==> config.mk <==
export PLATFORM = sky130hd
export DESIGN_NAME = bound_flasher_param
export DESIGN_NICKNAME = d
export VERILOG_FILES = /design/src/rtl/bound_flasher_param.sv
export SDC_FILE = /design/constraint.sdc
export NUM_CORES = 1
export LEC_CHECK = 0
export ABC_AREA = 0
export CORE_AREA = 2 2 63 65
export CTS_BUF_LIST = sky130_fd_sc_hd__clkbuf_4 sky130_fd_sc_hd__clkbuf_8
export DETAILED_ROUTE_END_ITERATION = 10
export DIE_AREA = 0 0 65 67
export PLACE_DENSITY = 0.8
export SYNTH_ARGS = -nofsm -noshare
export SYNTH_HDL_FRONTEND = slang
export SYNTH_SLANG_ARGS = --single-unit
export TNS_END_PERCENT = 10
==> constraint.sdc <==
create_clock -name clk -period 2.25 [get_ports clk]
set_input_delay 0.675 -clock clk [delete_from_list [all_inputs] [get_ports clk]]
set_output_delay 0.675 -clock clk [all_outputs]
set_load 0.1 [all_outputs]
==> src/rtl/bound_flasher_param.sv <==
// bound_flasher_param
//   Thermometer lamp sequencer. Each run is made of six phases:
//   ramp up to N, down to LO, up to HI, down to 0, up to LO, then down to 0.
//   A flick held at a boundary during the ramp phases kicks the bar back:
//   - UP1 falls back to 0.
//   - UP2 falls back to LO.
//   A prescaler spaces the lamp steps DIV clocks apart.
//
// Parameters
//   N        lamp count (4..64)
//   LO, HI   bound positions as lit-lamp counts, 0 < LO < HI < N
//   DIV      clocks per lamp step (1..65535)
//
// Ports
//   clk      rising-edge clock
//   reset    synchronous, active-low reset
//   flick    start request; also a kickback request at UP1/UP2 bounds
//   cont     at completion, restart at UP1 instead of returning to IDLE
//   lamp     thermometer output, lamp[i] = (i < k)
//   busy     high whenever the sequencer is not idle
//   done     one-cycle pulse on the step that finishes DN3
module bound_flasher_param #(
   parameter int N   = 16,
   parameter int LO  = 5,
   parameter int HI  = 10,
   parameter int DIV = 1
) (
   input  logic         clk,
   input  logic         reset,
   input  logic         flick,
   input  logic         cont,
   output logic [N-1:0] lamp,
   output logic         busy,
   output logic         done
);

   localparam int KW = (N + 1 > 2) ? $clog2(N + 1) : 1;
   localparam int PW = (DIV > 1) ? $clog2(DIV) : 1;

   localparam logic [KW-1:0] K_N   = KW'(N);
   localparam logic [KW-1:0] K_LO  = KW'(LO);
   localparam logic [KW-1:0] K_HI  = KW'(HI);
   localparam logic [KW-1:0] K_0   = '0;
   localparam logic [PW-1:0] P_TOP = PW'(DIV - 1);

   typedef enum logic [3:0] {
      S_IDLE, S_UP1, S_DN1, S_UP2, S_DN2, S_UP3, S_DN3, S_KB1, S_KB2
   } state_t;

   state_t          r_state;
   logic [KW-1:0]   r_k;
   logic [PW-1:0]   r_pre;
   logic [N-1:0]    r_lamp;
   logic            r_busy;
   logic            r_done;

   logic            w_step;
   logic            w_up;
   logic [KW-1:0]   w_k_inc;
   logic [KW-1:0]   w_k_dec;

   assign w_step  = (r_pre == P_TOP);
   assign w_up    = (r_state == S_UP1) || (r_state == S_UP2) || (r_state == S_UP3);
   assign w_k_inc = r_k + 1'b1;
   assign w_k_dec = r_k - 1'b1;

   // The lamp bar is kept as its own register and shifted alongside k.
   // This keeps the outputs free of any decode logic.
   always_ff @(posedge clk) begin
      if (!reset) begin
         r_state <= S_IDLE;
         r_k     <= '0;
         r_pre   <= '0;
         r_lamp  <= '0;
         r_busy  <= 1'b0;
         r_done  <= 1'b0;
      end else begin
         r_done <= 1'b0;
         if (r_state == S_IDLE) begin
            r_pre <= '0;
            if (flick) begin
               r_state <= S_UP1;
               r_k     <= '0;
               r_lamp  <= '0;
               r_busy  <= 1'b1;
            end
         end else begin
            r_pre <= w_step ? '0 : r_pre + 1'b1;
            if (w_step) begin
               if (w_up) begin
                  r_k    <= w_k_inc;
                  r_lamp <= {r_lamp[N-2:0], 1'b1};
               end else begin
                  r_k    <= w_k_dec;
                  r_lamp <= {1'b0, r_lamp[N-1:1]};
               end
               // The transition happens on the step that writes the target.
               // The next phase moves k on the following step, which gives
               // one step of dwell at each turnaround.
               case (r_state)
                  S_UP1: begin
                     if (w_k_inc == K_N)
                        r_state <= S_DN1;
                     else if (flick && (w_k_inc == K_LO || w_k_inc == K_HI))
                        r_state <= S_KB1;
                  end
                  S_DN1: if (w_k_dec == K_LO) r_state <= S_UP2;
                  S_UP2: if (w_k_inc == K_HI) r_state <= flick ? S_KB2 : S_DN2;
                  S_DN2: if (w_k_dec == K_0)  r_state <= S_UP3;
                  S_UP3: if (w_k_inc == K_LO) r_state <= S_DN3;
                  S_DN3: begin
                     if (w_k_dec == K_0) begin
                        r_done <= 1'b1;
                        if (cont) begin
                           r_state <= S_UP1;
                        end else begin
                           r_state <= S_IDLE;
                           r_busy  <= 1'b0;
                        end
                     end
                  end
                  S_KB1: if (w_k_dec == K_0)  r_state <= S_UP1;
                  S_KB2: if (w_k_dec == K_LO) r_state <= S_UP2;
                  default: begin
                     r_state <= S_IDLE;
                     r_busy  <= 1'b0;
                  end
               endcase
            end
         end
      end
   end

   assign lamp = r_lamp;
   assign busy = r_busy;
   assign done = r_done;

endmodule

## Word-level counts from Yosys, hierarchy flattened

Index checks and enable logic that the tools add are counted.

| word-level totals | value |
|---|---|
| word-level logic and storage cells | 77 |
| flip-flop bits (word level) | 28 |
| output and inout bits | 18 |
| input port bits | 4 |

| operators by class | value |
|---|---|
| bitwise gates (word level) | 3 |
| multiplexer cells | 29 |
| add/sub/neg operators | 3 |
| reductions and logical operators | 13 |
| equality and inequality tests | 23 |

Operator list:

| cell | number |
|---|---|
| $mux W16 | 4 |
| $mux W4 | 12 |
| $pmux W4 S7 | 1 |
| $mux W5 | 4 |
| $eq A4 B3 Y1 const B | 4 |
| $ne A3 B3 Y1 const B | 4 |
| $eq A5 B3 Y1 const B | 2 |
| $ne A3 B1 Y1 const B | 3 |
| $reduce_and A9 Y1 | 1 |
| $eq A4 B2 Y1 const B | 2 |
| $mux W1 | 7 |
| $reduce_or A7 Y1 | 1 |
| $add A5 B1 Y5 const B | 1 |
| $eq A5 B4 Y1 const B | 1 |
| $eq A5 B5 Y1 const B | 1 |
| $logic_not A5 Y1 | 1 |
| $reduce_and A5 Y1 | 1 |
| $sub A5 B1 Y5 const B | 1 |
| $eq A4 B1 Y1 const B | 1 |
| $eq A4 B4 Y1 const B | 1 |
| $logic_not A4 Y1 | 1 |
| $ne A2 B1 Y1 const B | 2 |
| $ne A4 B1 Y1 const B | 1 |
| $reduce_or A4 Y1 | 1 |
| other kinds (9) | 13 |

## Longest topological paths before layout

Gate-level depths: netlist of the first run.

| logic depth | value |
|---|---|
| word-level depth | 9 |
| mapped depth | 9 |
| depth with buffers taken out | 8 |

## Least setup slack after synthesis of the first run

Ideal clock, no wire load.

| timing | value |
|---|---|
| path type | register -> register |
| start | register r_k[0] |
| end | register r_state[3] |
| setup slack | 303 ps |
| stages on the path, launching flop included | 9 |
| setup time | 72 ps |
| period minus slack after synthesis | 1947 ps |
| buffers on the path | 0 |
| arrival | 1875 ps |
| required time | 2178 ps |
| cells stage by stage | dfxtp_1 inv_1 ha_1 nand2b_1 o211ai_1 a41oi_1 nor3_4 and3_4 mux2i_1 |

| between the ends | value |
|---|---|
| word-level cells in the longest chain between the ends | 6 |
| elaborated cells between the ends (all ways) | 21 |
| those cells by class | add/sub: 2; eq/ne: 11; mux: 4; reduce/logical: 4 |

RTL lines:

| item | line | source |
|---|---|---|
| start, declared | 51 | `logic [KW-1:0] r_k;` |
| start signal, assigned | 91 | `r_k <= w_k_inc;` |
| start signal, assigned | 94 | `r_k <= w_k_dec;` |
| $add A5 B1 Y5 | 64 | `assign w_k_inc = r_k + 1'b1;` |
| $eq A5 B5 Y1, or another cell as far along | 102 | `if (w_k_inc == K_N)` |
| $mux W4 or $logic_or A1 B1 Y1 (tied branches) | 102, 104 |  |
| $pmux W4 S7 or $logic_and A1 B1 Y1 (tied branches) | 100, 104 |  |
| $mux W4 or $ne A4 B1 Y1 (tied branches) | - |  |
| $mux W4 or $reduce_and A9 Y1 (tied branches) | - |  |
| end signal, assigned | 108 | `S_UP2: if (w_k_inc == K_HI) r_state <= flick ? S_KB2 : S_DN2;` |
| end, declared | 50 | `state_t r_state;` |

Several ways; a longest one is shown, not always the timed one. The select of a mux whose other input is x is not followed.
A chain may end at the register's enable or synchronous reset.

## Worst setup path after layout of the first run

| timing | value |
|---|---|
| start | register r_k[1] |
| end | register r_state[3] |

Same word-level chain as after synthesis.

==> results of run 1 <==
## routing by layer
layer  wire length [um]  part of all wire
met1               1920              0.47
met2               1950              0.48
met3                140             0.035
met4                 34            0.0084
met5                  0                 0
## cell families (layout without fill, tap and decap cells)
family	Yosys count	after routing
muxes	3	3
AOI/OAI and AO/OA	71	71
xor gates and xnor gates	5	5
DFF	28	28
and+or+nand+nor	100	100
other	1	1
adders and majority gates	6	6
buffers and inverters	22	38
## cell type report
class / count / area (um2) / area share
inverter: 6 / 22.5 / 0.0111
clock buffer: 3 / 41.3 / 0.0203
clock inverter: 1 / 30.0 / 0.0147
tap: 48 / 60.1 / 0.0295
sequential: 28 / 567 / 0.278
timing repair buffer: 28 / 218 / 0.107
multi-input combinational: 186 / 1100 / 0.539
## power groups by stage
stage | clock, mW | sequential [mW] | combinational, mW
global placement | 0 | 0.721 | 1.20
floorplan | 0 | 0.680 | 1.03
global route | 0.424 | 0.749 | 1.36
detailed placement | 0 | 0.727 | 1.22
finish | 0.401 | 0.730 | 1.24
CTS | 0.402 | 0.717 | 1.23
## path summary, 6_finish.rpt
path	end	cells after the start
max	r_state[3]	7
min reg2reg	lamp[0]	2
max reg2reg	r_state[3]	7
min	lamp[0]	2
## sequential cells by signal (all words and copies together) (netlist names)
name / flops
busy: 1
done: 1
lamp: 16
r_k: 5
r_pre: 1
r_state: 4
## worst reg2reg max path, cell delays in order (launching register included)
cell      delay [ns]
dfxtp_2         0.45
ha_1            0.32
nand3_1         0.13
a22oi_1         0.28
a21boi_0        0.13
nor2_1          0.23
and3_4          0.27
mux2i_1         0.20
## metrics by stage
stage / area [um2] / worst slack [ns]
CTS: 2030 / 0.0483
finish: 2040 / 0.172
detailed placement: 1960 / 0.0882
global route: 2040 / 0.0147
global placement: 1960 / 0.182
floorplan: 1770 / 0.303
## timing repair
action	in CTS	in global routing
endpoints found under the setup margin	0	4
resized for setup	0	4
hold endpoints to repair	0	0
## placed cells by master (no fill, tap or decap), types with 2 or more instances in the layout
cell type         n
a211oi_1          2
a21o_1            2
a21oi_1          36
a22oi_1           3
a31oi_1           5
and2_1            2
and3_1            2
buf_4            25
clkbuf_8          3
clkdlybuf4s50_1   3
dfxtp_1          25
dfxtp_2           2
ha_1              6
inv_1             6
mux2i_1           3
nand2_1          37
nand2b_1         10
nand3_1           2
nand3b_1          2
nor2_1           27
nor2b_1           2
nor3_1            3
nor3b_1           2
o21a_1            3
o21ai_0           7
o21ai_1           2
or3_1             3
xnor2_1           3
xor2_1            2
==> qor.txt, run 1 <==
Run status - finished, final reports clean
Met3 GRT Util - 0.0389
Post-synth EDFFs - 0
Die ar. - 4360 um2
Mapped cell area - 1770 um2
CTS Buf Count - 3
Max VDD drop - 0.000495 V
Gate power share - 0.523
Fmax - 0.481 GHz
Post-synthesis mux area share - 0.0170
Async S/R FF share, synth - 0
Top-area cell type share of the netlist area - 0.317
Yosys reg bits - 28
Startpoint types - register
Die H - 67 um
RSZ-0062 raised after global routing - no
Final Hold Fails - 0
Internal Power - 1.29 mW
Initial detailed-routing violation count - 85
Cells after Synth - 236
Port bufs - 21
Area growth syn-to-layout - 15.3%
Syn_nets - 246
Compound-Gate Fraction of Synth Area - 0.244
Drt pass-1 iters - 4
Initial Util - 0.490
Grt met2 use - 0.347
CP delay by family, top - simple AND/OR/NAND/NOR gates
Worst skew pair latency - 0.28 ns
WHS - 0.492 ns
Minimum clock period - 2.08 ns
GP Congestion - 0.856
Placed instance count - 296
Worst EP arrival - 2.29 ns
Most common cell in the netlist - nand2_1
Slowest stage delay, CP - 0.45 ns
Post-DP HPWL - 2.80 mm
DR vias - 1,657
Min-delay src - lamp[0]
P per Cell Area - 1160 nW/um2
Cts hold-fix bufs - 0
CORE AREA - 3610 um2
# H-tree levels - 1
CTS max path bufs - 2
XOR/XNOR Fraction of Synth Area - 0.0248
Post-CTS setup buffer count - 0
Diodes inserted - 0
R2R Path Start - r_k[1]
Register area share after synthesis - 0.317
Fillers - 349
Total of max-cap violations - 0
Reg-to-reg slack, setup - 0.17 ns
Wire per inst - 13.5 um
Final Util - 0.565
Commonest cells in the netlist - nand2_1, a21oi_1, dfxtp_1, nor2_1, nand2b_1
Synth Flop Type - dfxtp_1
GRT Residual Overflow - 0
Post-Route WL - 4.04 mm
I/O pins - 22
Setup crit start - r_k[1]
Tightest Hold Check Type - register to register
Top cells by area, synth - dfxtp_1, a21oi_1, nand2_1, nor2_1, ha_1
CP endpoint kind - register
Adder-cell share of the synthesized area - 0.0425
Vias in the first global route - 1,531
Post-DRT Antenna Nets - 0
Sequential Power Share - 0.308
Cell type with the highest aggregate area in the netlist - dfxtp_1
First-pass GRT wire length - 6.91 mm
Syn avg cell area - 7.49 um2
Yosys cell types - 49
Final #Nets - 263
Required @ worst endpoint - 2.46 ns
Gr busiest metal - met2
CP cell instances - ha_1 > nand3_1 > a22oi_1 > a21boi_0 > nor2_1 > and3_4 > mux2i_1
Clk sinks - 28
Setup CP Type - register to register
Pins Over Slew Limit - 0
Synth warn - 0
Sw power - 1.08 mW
Final TNS setup - 0 ns
Root buf cell - clkbuf_8
Simple-Gate Fraction of Synth Area - 0.292
Worst path buffer plus inverter count - 0
CTS tree - built
Layout cells sized above 1 - 0.167
Slowest CP cell - dfxtp_2
GRT Util Overall - 0.200
FP Rows - 22
LEAKAGE - 0.757 nW
Worst-path clk slew - 0.10 ns
Total power - 2.37 mW
Met1 Resource Use GR - 0.256
Switching Share - 0.454
Die W - 65 um
Initial antenna violation count - 0
Clock power frac - 0.169
Worst Clk Skew - 0.00513 ns
Drc violations - 0
Setup violations, final - 0
Vias per std cell - 5.52
Largest family of logic cells by synthesized area - simple AND/OR/NAND/NOR gates
Largest net degree at the start of global routing - 22
Worst-path fanout max - 10
Final non-filler cell total - 300
Final worst path period share - 0.923
(Power assumes the default switching activity.)
==> inputs of run 2 (changes only) <==
GPL_ROUTABILITY_DRIVEN = 0   (was not set)
==> results of run 2 <==
No change in the layout: final DEF, timing and power equal those of run 1.
